[src/rtl/rule_configurer_mc.sv]
// rule_configurer_mc
// Decodes rule-management commands into TCAM key writes and action-RAM
// writes/reads for one of NUM_STAGES parser stages. Adds read-back with
// timeout, a sequenced clear-all of a stage TCAM and bad-stage reporting.
//
// Ports
//   clk, reset        rising-edge clock, async active-high reset
//   cmd_valid/ready   command handshake; cmd_data = {op, stage, key, action, rule}
//   tcam_valid/sel/data  TCAM write strobe, one-hot stage, {op, key, rule}
//   act_valid/sel/data   action-RAM strobe, one-hot stage, {op, action, rule}
//   act_rd_valid/data    read data returned from the selected stage
//   rsp_valid/data    one-cycle response {op, status, action, rule}
//   busy              high whenever the FSM is not idle
//
// state    | meaning
// ---------+-------------------------------------------------------------
// IDLE     | ready for a command; add/del/bad-stage finish in one cycle
// RD_WAIT  | action-RAM read issued, waiting for data or timeout
// CLEAR    | walking every TCAM index of one stage with delete strobes
module rule_configurer_mc #(
  parameter int NUM_STAGES = 4,
  parameter int STAGE_W    = 2,
  parameter int KEY_W      = 40,
  parameter int ACT_W      = 120,
  parameter int IDX_W      = 8,
  parameter int TIMEOUT    = 16
) (
  input  logic                                  clk,
  input  logic                                  reset,
  input  logic                                  cmd_valid,
  output logic                                  cmd_ready,
  input  logic [2+STAGE_W+KEY_W+ACT_W+IDX_W-1:0] cmd_data,
  output logic                                  tcam_valid,
  output logic [NUM_STAGES-1:0]                 tcam_sel,
  output logic [2+KEY_W+IDX_W-1:0]              tcam_data,
  output logic                                  act_valid,
  output logic [NUM_STAGES-1:0]                 act_sel,
  output logic [2+ACT_W+IDX_W-1:0]              act_data,
  input  logic                                  act_rd_valid,
  input  logic [ACT_W-1:0]                      act_rd_data,
  output logic                                  rsp_valid,
  output logic [4+ACT_W+IDX_W-1:0]              rsp_data,
  output logic                                  busy
);

  localparam int CMD_W = 2 + STAGE_W + KEY_W + ACT_W + IDX_W;
  localparam int TCD_W = 2 + KEY_W + IDX_W;
  localparam int ACD_W = 2 + ACT_W + IDX_W;
  localparam int RSP_W = 4 + ACT_W + IDX_W;
  localparam int TMO_W = $clog2(TIMEOUT + 1);

  localparam logic [TMO_W-1:0] TMO_LAST = TMO_W'(TIMEOUT - 1);

  localparam logic [1:0] OP_READ  = 2'd0;
  localparam logic [1:0] OP_ADD   = 2'd1;
  localparam logic [1:0] OP_DEL   = 2'd2;
  localparam logic [1:0] OP_CLEAR = 2'd3;

  localparam logic [1:0] ST_OK      = 2'd0;
  localparam logic [1:0] ST_TIMEOUT = 2'd1;
  localparam logic [1:0] ST_BAD     = 2'd2;

  typedef enum logic [1:0] {
    S_IDLE    = 2'd0,
    S_RD_WAIT = 2'd1,
    S_CLEAR   = 2'd2
  } state_t;

  state_t state, state_nxt;

  // Command fields
  logic [1:0]            cmd_op;
  logic [STAGE_W-1:0]    cmd_stage;
  logic [KEY_W-1:0]      cmd_key;
  logic [ACT_W-1:0]      cmd_act;
  logic [IDX_W-1:0]      cmd_rule;
  logic [NUM_STAGES-1:0] cmd_sel;
  logic                  stage_bad;
  logic                  fire;

  assign cmd_op    = cmd_data[CMD_W-1 -: 2];
  assign cmd_stage = cmd_data[CMD_W-3 -: STAGE_W];
  assign cmd_key   = cmd_data[IDX_W+ACT_W +: KEY_W];
  assign cmd_act   = cmd_data[IDX_W +: ACT_W];
  assign cmd_rule  = cmd_data[IDX_W-1:0];
  assign stage_bad = (int'(cmd_stage) >= NUM_STAGES);
  assign fire      = cmd_valid && cmd_ready;

  always_comb begin
    cmd_sel = '0;
    for (int i = 0; i < NUM_STAGES; i++) begin
      if (cmd_stage == STAGE_W'(i)) cmd_sel[i] = 1'b1;
    end
  end

  // Working registers
  logic [TMO_W-1:0]      tmo_cnt, tmo_nxt;
  // One bit wider than the index so reaching 2^IDX_W marks completion.
  logic [IDX_W:0]        idx_cnt, idx_nxt;
  logic [IDX_W-1:0]      rule_q, rule_nxt;
  logic [NUM_STAGES-1:0] sel_q, sel_nxt;

  // Next values of the registered outputs
  logic                  tcam_valid_nxt, act_valid_nxt, rsp_valid_nxt;
  logic [NUM_STAGES-1:0] tcam_sel_nxt, act_sel_nxt;
  logic [TCD_W-1:0]      tcam_data_nxt;
  logic [ACD_W-1:0]      act_data_nxt;
  logic [RSP_W-1:0]      rsp_data_nxt;

  // State and output registers
  always_ff @(posedge clk or posedge reset) begin
    if (reset) begin
      state      <= S_IDLE;
      tmo_cnt    <= '0;
      idx_cnt    <= '0;
      rule_q     <= '0;
      sel_q      <= '0;
      tcam_valid <= 1'b0;
      tcam_sel   <= '0;
      tcam_data  <= '0;
      act_valid  <= 1'b0;
      act_sel    <= '0;
      act_data   <= '0;
      rsp_valid  <= 1'b0;
      rsp_data   <= '0;
      busy       <= 1'b0;
      cmd_ready  <= 1'b0;
    end else begin
      state      <= state_nxt;
      tmo_cnt    <= tmo_nxt;
      idx_cnt    <= idx_nxt;
      rule_q     <= rule_nxt;
      sel_q      <= sel_nxt;
      tcam_valid <= tcam_valid_nxt;
      tcam_sel   <= tcam_sel_nxt;
      tcam_data  <= tcam_data_nxt;
      act_valid  <= act_valid_nxt;
      act_sel    <= act_sel_nxt;
      act_data   <= act_data_nxt;
      rsp_valid  <= rsp_valid_nxt;
      rsp_data   <= rsp_data_nxt;
      // Registered decode of the state being entered
      busy       <= (state_nxt != S_IDLE);
      cmd_ready  <= (state_nxt == S_IDLE);
    end
  end

  // Next-state logic
  always_comb begin
    state_nxt = state;
    unique case (state)
      S_IDLE: begin
        if (fire && !stage_bad) begin
          if (cmd_op == OP_READ)       state_nxt = S_RD_WAIT;
          else if (cmd_op == OP_CLEAR) state_nxt = S_CLEAR;
        end
      end
      S_RD_WAIT: begin
        if (act_rd_valid || (tmo_cnt == TMO_LAST)) state_nxt = S_IDLE;
      end
      S_CLEAR: begin
        if (idx_cnt[IDX_W]) state_nxt = S_IDLE;
      end
      default: state_nxt = S_IDLE;
    endcase
  end

  // Output / datapath logic
  always_comb begin
    tmo_nxt        = tmo_cnt;
    idx_nxt        = idx_cnt;
    rule_nxt       = rule_q;
    sel_nxt        = sel_q;
    tcam_valid_nxt = 1'b0;
    tcam_sel_nxt   = '0;
    tcam_data_nxt  = '0;
    act_valid_nxt  = 1'b0;
    act_sel_nxt    = '0;
    act_data_nxt   = '0;
    rsp_valid_nxt  = 1'b0;
    rsp_data_nxt   = '0;
    unique case (state)
      S_IDLE: begin
        if (fire) begin
          rule_nxt = cmd_rule;
          sel_nxt  = cmd_sel;
          if (stage_bad) begin
            rsp_valid_nxt = 1'b1;
            rsp_data_nxt  = {cmd_op, ST_BAD, {ACT_W{1'b0}}, cmd_rule};
          end else begin
            unique case (cmd_op)
              OP_READ: begin
                act_valid_nxt = 1'b1;
                act_sel_nxt   = cmd_sel;
                act_data_nxt  = {OP_READ, {ACT_W{1'b0}}, cmd_rule};
                tmo_nxt       = '0;
              end
              OP_ADD: begin
                tcam_valid_nxt = 1'b1;
                tcam_sel_nxt   = cmd_sel;
                tcam_data_nxt  = {OP_ADD, cmd_key, cmd_rule};
                act_valid_nxt  = 1'b1;
                act_sel_nxt    = cmd_sel;
                act_data_nxt   = {OP_ADD, cmd_act, cmd_rule};
              end
              OP_DEL: begin
                tcam_valid_nxt = 1'b1;
                tcam_sel_nxt   = cmd_sel;
                tcam_data_nxt  = {OP_DEL, cmd_key, cmd_rule};
              end
              default: begin
                // Clear: index 0 goes out now, the walk continues from 1.
                tcam_valid_nxt = 1'b1;
                tcam_sel_nxt   = cmd_sel;
                tcam_data_nxt  = {OP_DEL, {KEY_W{1'b0}}, {IDX_W{1'b0}}};
                idx_nxt        = (IDX_W+1)'(1);
              end
            endcase
          end
        end
      end
      S_RD_WAIT: begin
        // Data arriving on the last timeout cycle still counts as success.
        if (act_rd_valid) begin
          rsp_valid_nxt = 1'b1;
          rsp_data_nxt  = {OP_READ, ST_OK, act_rd_data, rule_q};
        end else if (tmo_cnt == TMO_LAST) begin
          rsp_valid_nxt = 1'b1;
          rsp_data_nxt  = {OP_READ, ST_TIMEOUT, {ACT_W{1'b0}}, rule_q};
        end else begin
          tmo_nxt = tmo_cnt + TMO_W'(1);
        end
      end
      S_CLEAR: begin
        if (idx_cnt[IDX_W]) begin
          rsp_valid_nxt = 1'b1;
          rsp_data_nxt  = {OP_CLEAR, ST_OK, {ACT_W{1'b0}}, rule_q};
        end else begin
          tcam_valid_nxt = 1'b1;
          tcam_sel_nxt   = sel_q;
          tcam_data_nxt  = {OP_DEL, {KEY_W{1'b0}}, idx_cnt[IDX_W-1:0]};
          idx_nxt        = idx_cnt + (IDX_W+1)'(1);
        end
      end
      default: ;
    endcase
  end

endmodule

[config.mk]
export PLATFORM = sky130hd
export DESIGN_NAME = rule_configurer_mc
export DESIGN_NICKNAME = d
export VERILOG_FILES = /design/src/rtl/rule_configurer_mc.sv
export SDC_FILE = /design/constraint.sdc
export NUM_CORES = 1
export LEC_CHECK = 0
export CAP_MARGIN = 20
export CORE_AREA = 2 2 242 244
export CTS_CLUSTER_SIZE = 25
export DETAILED_ROUTE_END_ITERATION = 10
export DIE_AREA = 0 0 244 246
export MAX_ROUTING_LAYER = met4
export PLACE_DENSITY = 0.58
export REMOVE_ABC_BUFFERS = 1
export SYNTH_ARGS = -nofsm -noshare
export SYNTH_HDL_FRONTEND = slang
export SYNTH_SLANG_ARGS = --single-unit
[constraint.sdc]
create_clock -name clk -period 37.1 [get_ports clk]
set_input_delay 7.42 -clock clk [delete_from_list [all_inputs] [get_ports clk]]
set_output_delay 7.42 -clock clk [all_outputs]
set_load 0.005 [all_outputs]
==> results.toml <==
[grt]
number_of_global_route_vias_before_repair = 9045
grt_pass1_wl_mm = 61.38
global_routing_usage_summed_across_all_routing_layers = 0.1422
antenna_found_initial = 2
globalRouteOverflowTotal = 0
grt_start_max_net_pins = 168

[clocking]
cts_root_buf = "sky130_fd_sc_hd__clkbuf_16"
cts_sinks = 350
cts_max_level = 2
cts-root-to-sink-buffers = 3
cts_made_buffers = 41
cts.clk_slew.worst_paths_ps = 60
tritoncts = "built"
post_cts_resized = 0
postCtsSetupBuffers = 0
ctsHoldBuffers = 0
worst_skew_pair.late_latency_ps = 540

[logic_synthesis]
synth_area_leaders = "sky130_fd_sc_hd__dfrtp_1 74%, sky130_fd_sc_hd__and2_1 9.4%, sky130_fd_sc_hd__and3_1 6.6%"
ys_seq_elements = 350
synth-warning-count = 0
synthesis.instances = 864
post-synth-top-area-fraction = 0.7448
ys_top_cells_by_count = "350 x sky130_fd_sc_hd__dfrtp_1, 177 x sky130_fd_sc_hd__and2_1, 124 x sky130_fd_sc_hd__and3_1"
synth_area_mm2 = 0.01176
postSynth.asyncResetShare = 1.000
synth_edf_count = 0
avgSynthCellArea_um2 = 13.61
yosysMostFrequentCell = "sky130_fd_sc_hd__dfrtp_1"
yosys.area.top_type = "sky130_fd_sc_hd__dfrtp_1"
synth.yosys.seq_area_share = 0.7448
distinct_cells_synth = 40
synthFlopType = "sky130_fd_sc_hd__dfrtp_1"

[power]
power.share.combinational = 0.179
power_switching_share = 0.2539
power.leakage_nw = 9.374
clock_power_share = 0.384
vdd.ir_drop.worst_v = 0.00003027
cell_internal_pwr_w = 0.0007562
p_per_area_mw_per_mm2 = 50.52
seq_power_share = 0.436
power.net_switching_w = 0.0002573

[routing]
dr.pass1.iters = 4
routed_wl_mm = 43.25
post_drt_wl_per_cell_um = 19.07
detail-route-antenna-nets = 0
drtIter0Drc = 389
drc_errors = 0
vias_per_cell = 3.858
num_vias = 8751

[cells_and_area]
seqCellArea_mm2 = 0.008758
filler_cell_count = 5569
nets = 1782
layout-area-overhead-vs-synth_pct = 70.61
multiInputGateArea_mm2 = 0.002776
drive_above_1_share = 0.05130

[sta]
number_of_failing_hold_endpoints_at_the_final_stage = 0
setup_tns_ps = 0
achievable-frequency_ghz = 0.1068
timing.slew.headroom = 0.2684
final.period_utilization = 0.2523
finalSetupViolCount = 0
post_route_clock_skew_ps = 12.28
unrepaired_setup_endpoints_after_global_routing = "no"
final-max-slew-violation-count = 0
min_cycle_time_layout_ps = 9361
hold-worst-slack_ps = 467.6
tightest_slew_ps = 1097

[setup_path]
worst_setup_startpoint = "cmd_valid"
critical_path_required_time_ps = 37560
crit_path_max_fanout = 125
crit_path_start_kind = "input pin"
setup.reg_to_reg.worst_slack_ps = 34320
timing.rr.start = "state[1]$_DFF_PP0_"
crit_arrival_ps = 9830
cp-end-kind = "flop"
worstReg2RegEnd = "act_data[68]$_DFF_PP0_"
worstSetupPathType = "in2reg"
timing.critical_path.to = "act_data[68]$_DFF_PP0_"
r2r_depth = 7

[floorplanning]
placement_rows = 88
die_x_um = 244
boundaryPins = 621
core_region_area_mm2 = 0.05737
die_height_um = 246
design.die.area_mm2 = 0.06002
initial_core_utilization = 0.2050

[placement]
place.detailed.hpwl_mm = 31.91
io_buffers = 618
gp_congestion = 0.8673

[min_path]
min-delay-path-class = "reg2reg"

[job]
maxCapViolations = 0

[outcome]
status = "complete, no violations"
## critical path, stage by stage
cell and delay, ps:
sky130_fd_sc_hd__clkdlybuf4s50_1 590, sky130_fd_sc_hd__nand3_1 100, sky130_fd_sc_hd__buf_4 240, sky130_fd_sc_hd__nor2_4 230, sky130_fd_sc_hd__buf_4 810, sky130_fd_sc_hd__and3_1 290
## per-layer routing
layer / vias to the layer above / track usage / wire, µm
met4: 0 / 0.05111 / 1243
met2: 301 / 0.2325 / 21700
met5: - / - / 0
met1: 4330 / 0.1669 / 17350
met3: 75 / 0.04063 / 2956
li1: 4045 / - / -
## state kept, by name, summed over array words and instances (netlist names)
signal,cells
act_data,129
act_sel,4
act_valid,1
busy,1
cmd_ready,1
idx_cnt,9
rsp_data,130
rsp_valid,1
rule_q,8
sel_q,4
state,2
tcam_data,50
tcam_sel,4
tcam_valid,1
tmo_cnt,5
## through the flow
step	power, W	worst slack [ps]	instance area [µm²]	std cells	util
finish	0.001014	27740	20060	2268	0.3497
global route	0.001065	27610	20060	2268	0.3497
CTS	0.001033	27740	20060	2266	0.3496
detailed placement	0.0006343	27150	18780	2201	0.3273
global placement	0.0006320	27230	18780	2201	0.3273
floorplan	0.0005036	19970	11550	811	-
## placed cells by master (no fill, tap or decap), types with 8 or more instances in the layout
master / instances
sky130_fd_sc_hd__a22o_1: 8
sky130_fd_sc_hd__a21oi_1: 8
sky130_fd_sc_hd__clkbuf_16: 41
sky130_fd_sc_hd__nand2_1: 51
sky130_fd_sc_hd__dfrtp_1: 350
sky130_fd_sc_hd__o21ai_0: 21
sky130_fd_sc_hd__clkdlybuf4s50_1: 617
sky130_fd_sc_hd__and3_1: 123
sky130_fd_sc_hd__and2_1: 177
sky130_fd_sc_hd__clkbuf_8: 10
## how the worst min path moves through the flow
stage / startpoint / to / slack, ps / cells after the start
finish: rule_q[0]$_DFFE_PP0P_ / rule_q[0]$_DFFE_PP0P_ / 470 / 2
global route: rule_q[7]$_DFFE_PP0P_ / rule_q[7]$_DFFE_PP0P_ / 490 / 2
CTS: rule_q[4]$_DFFE_PP0P_ / rule_q[4]$_DFFE_PP0P_ / 480 / 2
detailed placement: rule_q[4]$_DFFE_PP0P_ / rule_q[4]$_DFFE_PP0P_ / 460 / 2
global placement: rule_q[0]$_DFFE_PP0P_ / rule_q[0]$_DFFE_PP0P_ / 460 / 2
floorplan: rule_q[0]$_DFFE_PP0P_ / rule_q[0]$_DFFE_PP0P_ / 440 / 2
## final cells by class
class                           count  share of cell area
Sequential cell                   350              0.4366
Tap cell                          765             0.04771
Clock buffer                       58             0.05931
Timing Repair Buffer              625              0.3113
Multi-Input combinational cell    453              0.1384
Antenna cell                        2           0.0002495
Clock inverter                      7            0.004553
Inverter                            8            0.001871
## cells by family (layout without fill, tap and decap cells)
logic type | count (synthesis) | in the layout | share of synthesized area
AOI/OAI and AO/OA | 52 | 52 | 0.02863
xor gates and xnor gates | 2 | 2 | 0.001490
and+or+nand+nor | 389 | 389 | 0.1956
buffers and inverters | 62 | 698 | 0.02075
adders and majority gates | 7 | 7 | 0.007448
muxes | 1 | 1 | 0.0009576
other | 1 | 4 | 0.0003189
DFF | 350 | 350 | 0.7448
## power by group through the flow
stage                     sequential (W)  combinational, W  clock, W
final                           0.000442          0.000182  0.000390
after global routing            0.000447          0.000199  0.000419
after CTS                       0.000443          0.000186  0.000404
after detailed placement        0.000449          0.000185         0
after global placement          0.000449          0.000183         0
after floorplan                 0.000447         0.0000568         0
No activity file was read; power rests on OpenSTA's default activity.
